--- src/rtl/counter_pkg.sv ---
// Shared constants for the up/down modulo counter: direction and
// saturation-mode encodings, plus the default parameter values.
package counter_pkg;

    // Encodings for the up input
    localparam logic DIR_UP   = 1'b1;
    localparam logic DIR_DOWN = 1'b0;

    // Encodings for the SATURATE parameter
    localparam int MODE_WRAP = 0;
    localparam int MODE_SAT  = 1;

    // Default parameter values
    localparam int DEFAULT_WIDTH    = 4;
    localparam int DEFAULT_PRESCALE = 1;
    localparam int DEFAULT_SATURATE = MODE_WRAP;

endpackage : counter_pkg

--- src/rtl/tick_prescaler.sv ---
// Enable prescaler: tick is asserted on every Nth enabled cycle.
// The count wraps to 0 on tick and is forced to 0 by clr.
// With N=1, tick simply follows en.
module tick_prescaler #(
    parameter int N = 1
) (
    input  logic clk,
    input  logic reset,
    input  logic en,
    input  logic clr,
    output logic tick
);

    localparam int CW = (N > 1) ? $clog2(N) : 1;
    localparam logic [CW-1:0] LAST = CW'(N - 1);

    logic [CW-1:0] count_q;
    logic [CW-1:0] count_d;

    // The tick is combinational, so a step happens in the same cycle the last enabled cycle arrives
    assign tick = en && (count_q == LAST);

    // Next count: clr dominates, then wrap on tick, then advance on en
    always_comb begin
        // NOTE: every signal assigned here gets a default first so no path leaves it unassigned, which would infer a latch.
        count_d = count_q;
        if (clr) begin
            count_d = '0;
        end else if (tick) begin
            count_d = '0;
        end else if (en) begin
            count_d = count_q + CW'(1);
        end
    end

    // Count register with asynchronous clear
    always_ff @(posedge clk or posedge reset) begin
        // NOTE: non-blocking assignments here, so every register samples its pre-edge inputs.
        if (reset) begin
            count_q <= '0;
        end else begin
            count_q <= count_d;
        end
    end

endmodule : tick_prescaler

--- src/rtl/updown_mod_counter.sv ---
// Up/down counter over the range 0..max_val with synchronous load, an
// enable prescaler, wrap or saturate behaviour at the range ends, and a
// registered one-cycle terminal-count pulse after each boundary step.
module updown_mod_counter
    import counter_pkg::*;
#(
    parameter int WIDTH    = DEFAULT_WIDTH,
    parameter int PRESCALE = DEFAULT_PRESCALE,
    parameter int SATURATE = DEFAULT_SATURATE
) (
    input  logic             clk,
    input  logic             reset,
    input  logic             en,
    input  logic             up,
    input  logic             load,
    input  logic [WIDTH-1:0] load_val,
    input  logic [WIDTH-1:0] max_val,
    output logic [WIDTH-1:0] Q,
    output logic             tc
);

    logic [WIDTH-1:0] q_q;
    logic [WIDTH-1:0] q_d;
    logic             tc_q;
    logic             tc_d;
    logic             tick;

    // A load restarts the prescale period so the next step needs a full PRESCALE enabled cycles
    tick_prescaler #(
        .N (PRESCALE)
    ) u_prescaler (
        .clk   (clk),
        .reset (reset),
        .en    (en),
        .clr   (load),
        .tick  (tick)
    );

    // Next-state: load beats step beats hold; tc flags a step taken at a range end
    always_comb begin
        q_d  = q_q;
        tc_d = 1'b0;
        if (load) begin
            q_d = (load_val > max_val) ? max_val : load_val;
        end else if (tick) begin
            if (up == DIR_UP) begin
                if (q_q >= max_val) begin
                    q_d  = (SATURATE == MODE_SAT) ? max_val : '0;
                    tc_d = 1'b1;
                end else begin
                    q_d = q_q + WIDTH'(1);
                end
            end else begin
                if (q_q == '0) begin
                    q_d  = (SATURATE == MODE_SAT) ? '0 : max_val;
                    tc_d = 1'b1;
                end else if (q_q > max_val) begin
                    // max_val was lowered beneath the count: re-enter the range from the top
                    q_d = max_val;
                end else begin
                    q_d = q_q - WIDTH'(1);
                end
            end
        end
    end

    // Count and terminal-count registers
    always_ff @(posedge clk or posedge reset) begin
        if (reset) begin
            q_q  <= '0;
            tc_q <= 1'b0;
        end else begin
            q_q  <= q_d;
            tc_q <= tc_d;
        end
    end

    assign Q  = q_q;
    assign tc = tc_q;

endmodule : updown_mod_counter

--- config.mk ---
export PLATFORM = sky130hd
export DESIGN_NAME = updown_mod_counter
export DESIGN_NICKNAME = d
export VERILOG_FILES = /design/src/rtl/counter_pkg.sv /design/src/rtl/tick_prescaler.sv /design/src/rtl/updown_mod_counter.sv
export SDC_FILE = /design/constraint.sdc
export NUM_CORES = 1
export LEC_CHECK = 0
export CORE_UTILIZATION = 55
export CTS_BUF_LIST = sky130_fd_sc_hd__clkbuf_4 sky130_fd_sc_hd__clkbuf_8
export DETAILED_ROUTE_END_ITERATION = 8
export GPL_TIMING_DRIVEN = 0
export PLACE_DENSITY = 0.89
export SLEW_MARGIN = 15
export SYNTH_ARGS = -nofsm -noshare
export SYNTH_HDL_FRONTEND = slang
export SYNTH_SLANG_ARGS = --single-unit
--- constraint.sdc ---
create_clock -name clk -period 3.3 [get_ports clk]
set_input_delay 0.66 -clock clk [delete_from_list [all_inputs] [get_ports clk]]
set_output_delay 0.66 -clock clk [all_outputs]
set_load 0.005 [all_outputs]
* Yosys cells after proc, flatten, opt, wreduce, memory -nomap -nowiden *
Index checks and enable logic that the tools add are counted.

word-level totals
  register bits after elaboration = 6
  bits of input ports = 13
  output and inout port bits = 5

cells by class
  add/sub/neg operators = 3
  $lt $le $gt $ge = 3
  multiplexer cells = 15
  bitwise gates (word level) = 1
  reductions and logical operators = 4

operator list
  kind                   number
  $mux W4                7
  $gt A4 B4 Y1           2
  $mux W1                8
  $add A4 B1 Y4 const B  1
  $ge A4 B4 Y1           1
  $logic_not A4 Y1       1
  $sub A4 B1 Y4 const B  1
  $reduce_bool A3 Y1     1
  $reduce_bool A2 Y1     1
  $add A1 B1 Y1 const B  1
  $logic_and A1 B1 Y1    1
  $not A1 Y1             1

* Depth between registers and ports, before layout *
  depth after elaboration = 6
  mapped depth = 7
  gate-level depth less buffers = 7

* By module *
Synthesis repeated with hierarchy kept, for this count alone.

unflattened totals
  cell total of the unflattened synthesis = 88
  area total of the unflattened synthesis = 768.2 um2

by module, submodules not included
  module              times used  cells an instance  area an instance (um2)
  updown_mod_counter  1           84                 718.2
  tick_prescaler      1           4                  50.0

* Worst setup path before layout *
No wires, ideal clock.

  path kind = input -> register
  from = input max_val[1]
  to = register q_q[1] (netlist: Q[1])
  setup time = 0.121 ns
  arrival time = 1.975 ns
  data required time = 3.179 ns
  setup slack = 1.204 ns
  stages = 7
  buffers on the path = 0
  cells stage by stage = inv_1 -> ha_1 -> nor2b_1 -> o211ai_2 -> a31oi_4 -> mux2_4 -> o221a_4

between the ends
  cells in the longest elaborated chain, start to end = 6
  elaborated cells between the ends (all ways) = 10
  those cells by class = order compare (3); mux (7)

ends and longest elaborated chain
  what                  line                      text
  start, declared       updown_mod_counter.sv:17  input logic [WIDTH-1:0] max_val,
  $gt A4 B4 Y1          updown_mod_counter.sv:57  end else if (q_q > max_val) begin
  $mux W4               updown_mod_counter.sv:57
  $mux W4               updown_mod_counter.sv:54  if (q_q == '0) begin
  $mux W4               updown_mod_counter.sv:46  if (up == DIR_UP) begin
  $mux W4               updown_mod_counter.sv:45  end else if (tick) begin
  $mux W4 (*)           updown_mod_counter.sv:43  if (load) begin
  end signal, assigned  updown_mod_counter.sv:73  q_q <= q_d;
  end, declared         updown_mod_counter.sv:22  logic [WIDTH-1:0] q_q;

Mark *: on every way between the ends. The rest lies on a longest branch, timed or not. The select of a mux whose other input is x is not followed.
A chain may end at the register's enable or synchronous reset.

* Worst setup path in the final report *
  from = input max_val[3]
  to = register q_q[2] (netlist: Q[2])

The elaborated chain is that of the path after synthesis.

==> flow_summary_export.csv <==
group,metric,value,unit
outcome,status,"finished clean",
layout,final_common_cell,"clkdlybuf4s50_1",
drt,ant_nets,0,
floorplan,start_util,60.41,%
floorplan,io_pins,18,
global_routing,gr-usage-all-layers,27.30,%
power,p_leak,0.4479,nW
drt,drtIter0Drc,31,
logic_synthesis,ys_warn_count,0,
logic_synthesis,synth_area,805.8,sq um
clocking,cts_root_buf,"clkbuf_4",
power,ir_worst_vdd,0.0001948,V
floorplan,core,1334,sq um
sta,finalSetupTns,0,ns
worst_setup_path,startpoint_type,"input port",
layout,nNetsFinal,144,
sta,grt_setup_unrepaired,"no",
logic_synthesis,synth_flop_cell,"dfrtp_1",
power,p_switching,162.4,uW
power,intPower,248.6,uW
sta,setup_ws,0.7223,ns
logic_synthesis,synth_edf_count,0,
clocking,cts_setup_buffers,0,
sta,drv_slew,0,
clocking,insertion_delay,0.25,ns
sta,hold_viol,0,
drt,route.detailed.drc,0,
clocking,ctsHoldBuffers,0,
power,switching_share,39.51,%
sta,fmax,387.9,MHz
logic_synthesis,ys_seq_area_share,18.63,%
logic_synthesis,ys_ff_latch,6,
global_routing,grt_max_degree,11,
floorplan,chipWidth,40.28,um
global_routing,globalRouteOverflowTotal,0,
layout,drive_gt1_share,9.244,%
run,drv_cap,0,
worst_setup_path,critPathCapture,"Q[2]",
drt,wl_per_cell,14.75,um
placement,portBuffers,16,
worst_setup_path,crit_path_end_kind,"flip-flop",
worst_setup_path,reg2reg_from,"Q[0]",
placement,routabilityCongestion,0.8427,
floorplan,dieArea,1622,sq um
sta,tightest_slew,0.4066,ns
power,pwr-share-clk,17.1,%
worst_setup_path,arrival,2.77,ns
clocking,clkSlewWorstSetupHoldPaths,0.05,ns
drt,first_pass_iters,4,
power,seq_power_share,26.2,%
layout,final_cell_mix,"16 x clkdlybuf4s50_1, 14 x nor2_1, 11 x inv_1, 10 x ha_1, 8 x o21ai_0",
floorplan,fp.dieH,40.28,um
placement,hpwlAfterDp,1637,um
sta,skew,0.004359,ns
global_routing,grt_pass1_wl,2904,um
layout,syn_to_final_growth,25.00,%
clocking,cts_sinks,6,
worst_setup_path,crit_start,"max_val[3]",
sta,setup_violations,0,
power,power_density,408.0,nW/um^2
logic_synthesis,synth_fp_nets,123,
layout,n_fill_cell,115,
worst_setup_path,reg2reg_depth,7,
worst_setup_path,critPathMaxFanout,5,
power,power_frac_comb,56.8,%
layout,antenna_cells,0,
clocking,htreeDepth,1,
worst_setup_path,path_class,"in2reg",
logic_synthesis,synthArstFlopShare,100.0,%
worst_hold_path,hold_class,"reg2reg",
sta,period_share,78.11,%
sta,hold_ws,0.5581,ns
logic_synthesis,syn_inst,100,
global_routing,grt_antenna_before_repair,0,
worst_setup_path,reg2reg_slack,1.16,ns
sta,fin_crit,2.578,ns
logic_synthesis,synth.avg_cell_area,8.058,sq um
floorplan,fp-row-count,13,
global_routing,grt_pass1_vias,669,
worst_setup_path,critPathRequiredTime,3.49,ns
sta,slew_headroom,72.89,%
clocking,cts_tree,"done",
clocking,cts_buffer_depth,2,
clocking,cts_resized,0,
drt,via_count,814,
worst_setup_path,timing.rr.end,"Q[1]",
logic_synthesis,ys_types,34,
drt,avgViaCountPerCell,6.075,
drt,drt-total-wl,1977,um
placement,post-place-ws,0.4746,ns
clocking,cts_made_buffers,3,
-- metrics by stage --
stage / std cells / area [sq um] / total power, mW / utilization, %
floorplan: 100 / 805.8 / 0.2628 / -
global placement: 131 / 984.7 / 0.3296 / 73.83
detailed placement: 131 / 984.7 / 0.3396 / 73.83
CTS: 134 / 1007 / 0.4106 / 75.52
global route: 134 / 1007 / 0.4413 / 75.52
finish: 134 / 1007 / 0.4109 / 75.52
-- registers in the layout (all words and copies together) (netlist names) --
signal	count
Q	4
tc	1
u_prescaler.count_q	1
-- worst min path at each step --
stage	from	end	slack, ns	depth (start not counted)
after floorplan	reset	Q[0]	0.45	1
after global placement	u_prescaler.count_q	u_prescaler.count_q	0.53	1
after detailed placement	u_prescaler.count_q	u_prescaler.count_q	0.54	1
after CTS	u_prescaler.count_q	u_prescaler.count_q	0.55	1
after global routing	u_prescaler.count_q	u_prescaler.count_q	0.58	1
final	u_prescaler.count_q	u_prescaler.count_q	0.56	1
-- worst max-delay path: stages --
cell             delay, ns
clkdlybuf4s50_1       0.51
inv_1                 0.09
ha_1                  0.32
a21oi_1               0.38
a31oi_4               0.17
a221oi_1              0.38
o221a_1               0.25
-- per-layer routing --
metal | up-vias | GRT usage, % | routed length, um
met5 | - | 0 | 0
met3 | 3 | 3.333 | 57
met1 | 386 | 32.25 | 880
met4 | 0 | 10.00 | 29
li1 | 403 | - | -
met2 | 22 | 49.60 | 1008
-- layout make-up --
class	count	area [sq um]	share of cell area, %
Inverter	11	41.29	4.099
Buffer	2	15.01	1.491
Tap cell	15	18.77	1.863
Multi-Input combinational cell	81	599.3	59.50
Timing Repair Buffer	16	160.2	15.90
Sequential cell	6	150.1	14.91
Clock buffer	3	22.52	2.236
-- cells in the mapped netlist (2+ instances only) --
library cell	n	area, sq um
dfrtp_1	6	150.1
ha_1	10	125.1
nor3b_1	2	15.01
mux2i_1	3	30.03
nor2_1	14	52.55
nor3_1	3	15.01
nand4_1	3	18.77
a21oi_1	4	20.02
a211oi_1	3	22.52
nand2b_1	2	12.51
nand2_1	4	15.01
o21ai_0	8	40.04
inv_1	11	41.29
nor2b_1	2	12.51
xnor2_1	3	26.28
nand3_1	4	20.02
-- cells by family after synthesis --
| logic type | synth area share (%) |
|---|---|
| compound gates | 24.69 |
| xor+xnor | 4.349 |
| fa+ha+maj | 15.53 |
| buf+inv | 6.987 |
| flops | 18.63 |
| mux | 5.590 |
| simple gates | 24.22 |
-- power groups by stage --
stage / logic, mW / registers, mW / clock network (mW)
2_1_floorplan: 0.160 / 0.103 / 0
3_3_place_gp: 0.222 / 0.107 / 0
3_5_place_dp: 0.232 / 0.108 / 0
4_1_cts: 0.233 / 0.107 / 0.0706
5_1_grt: 0.257 / 0.109 / 0.0755
6_report: 0.233 / 0.107 / 0.0701
Power figures use the tool's default switching activity.
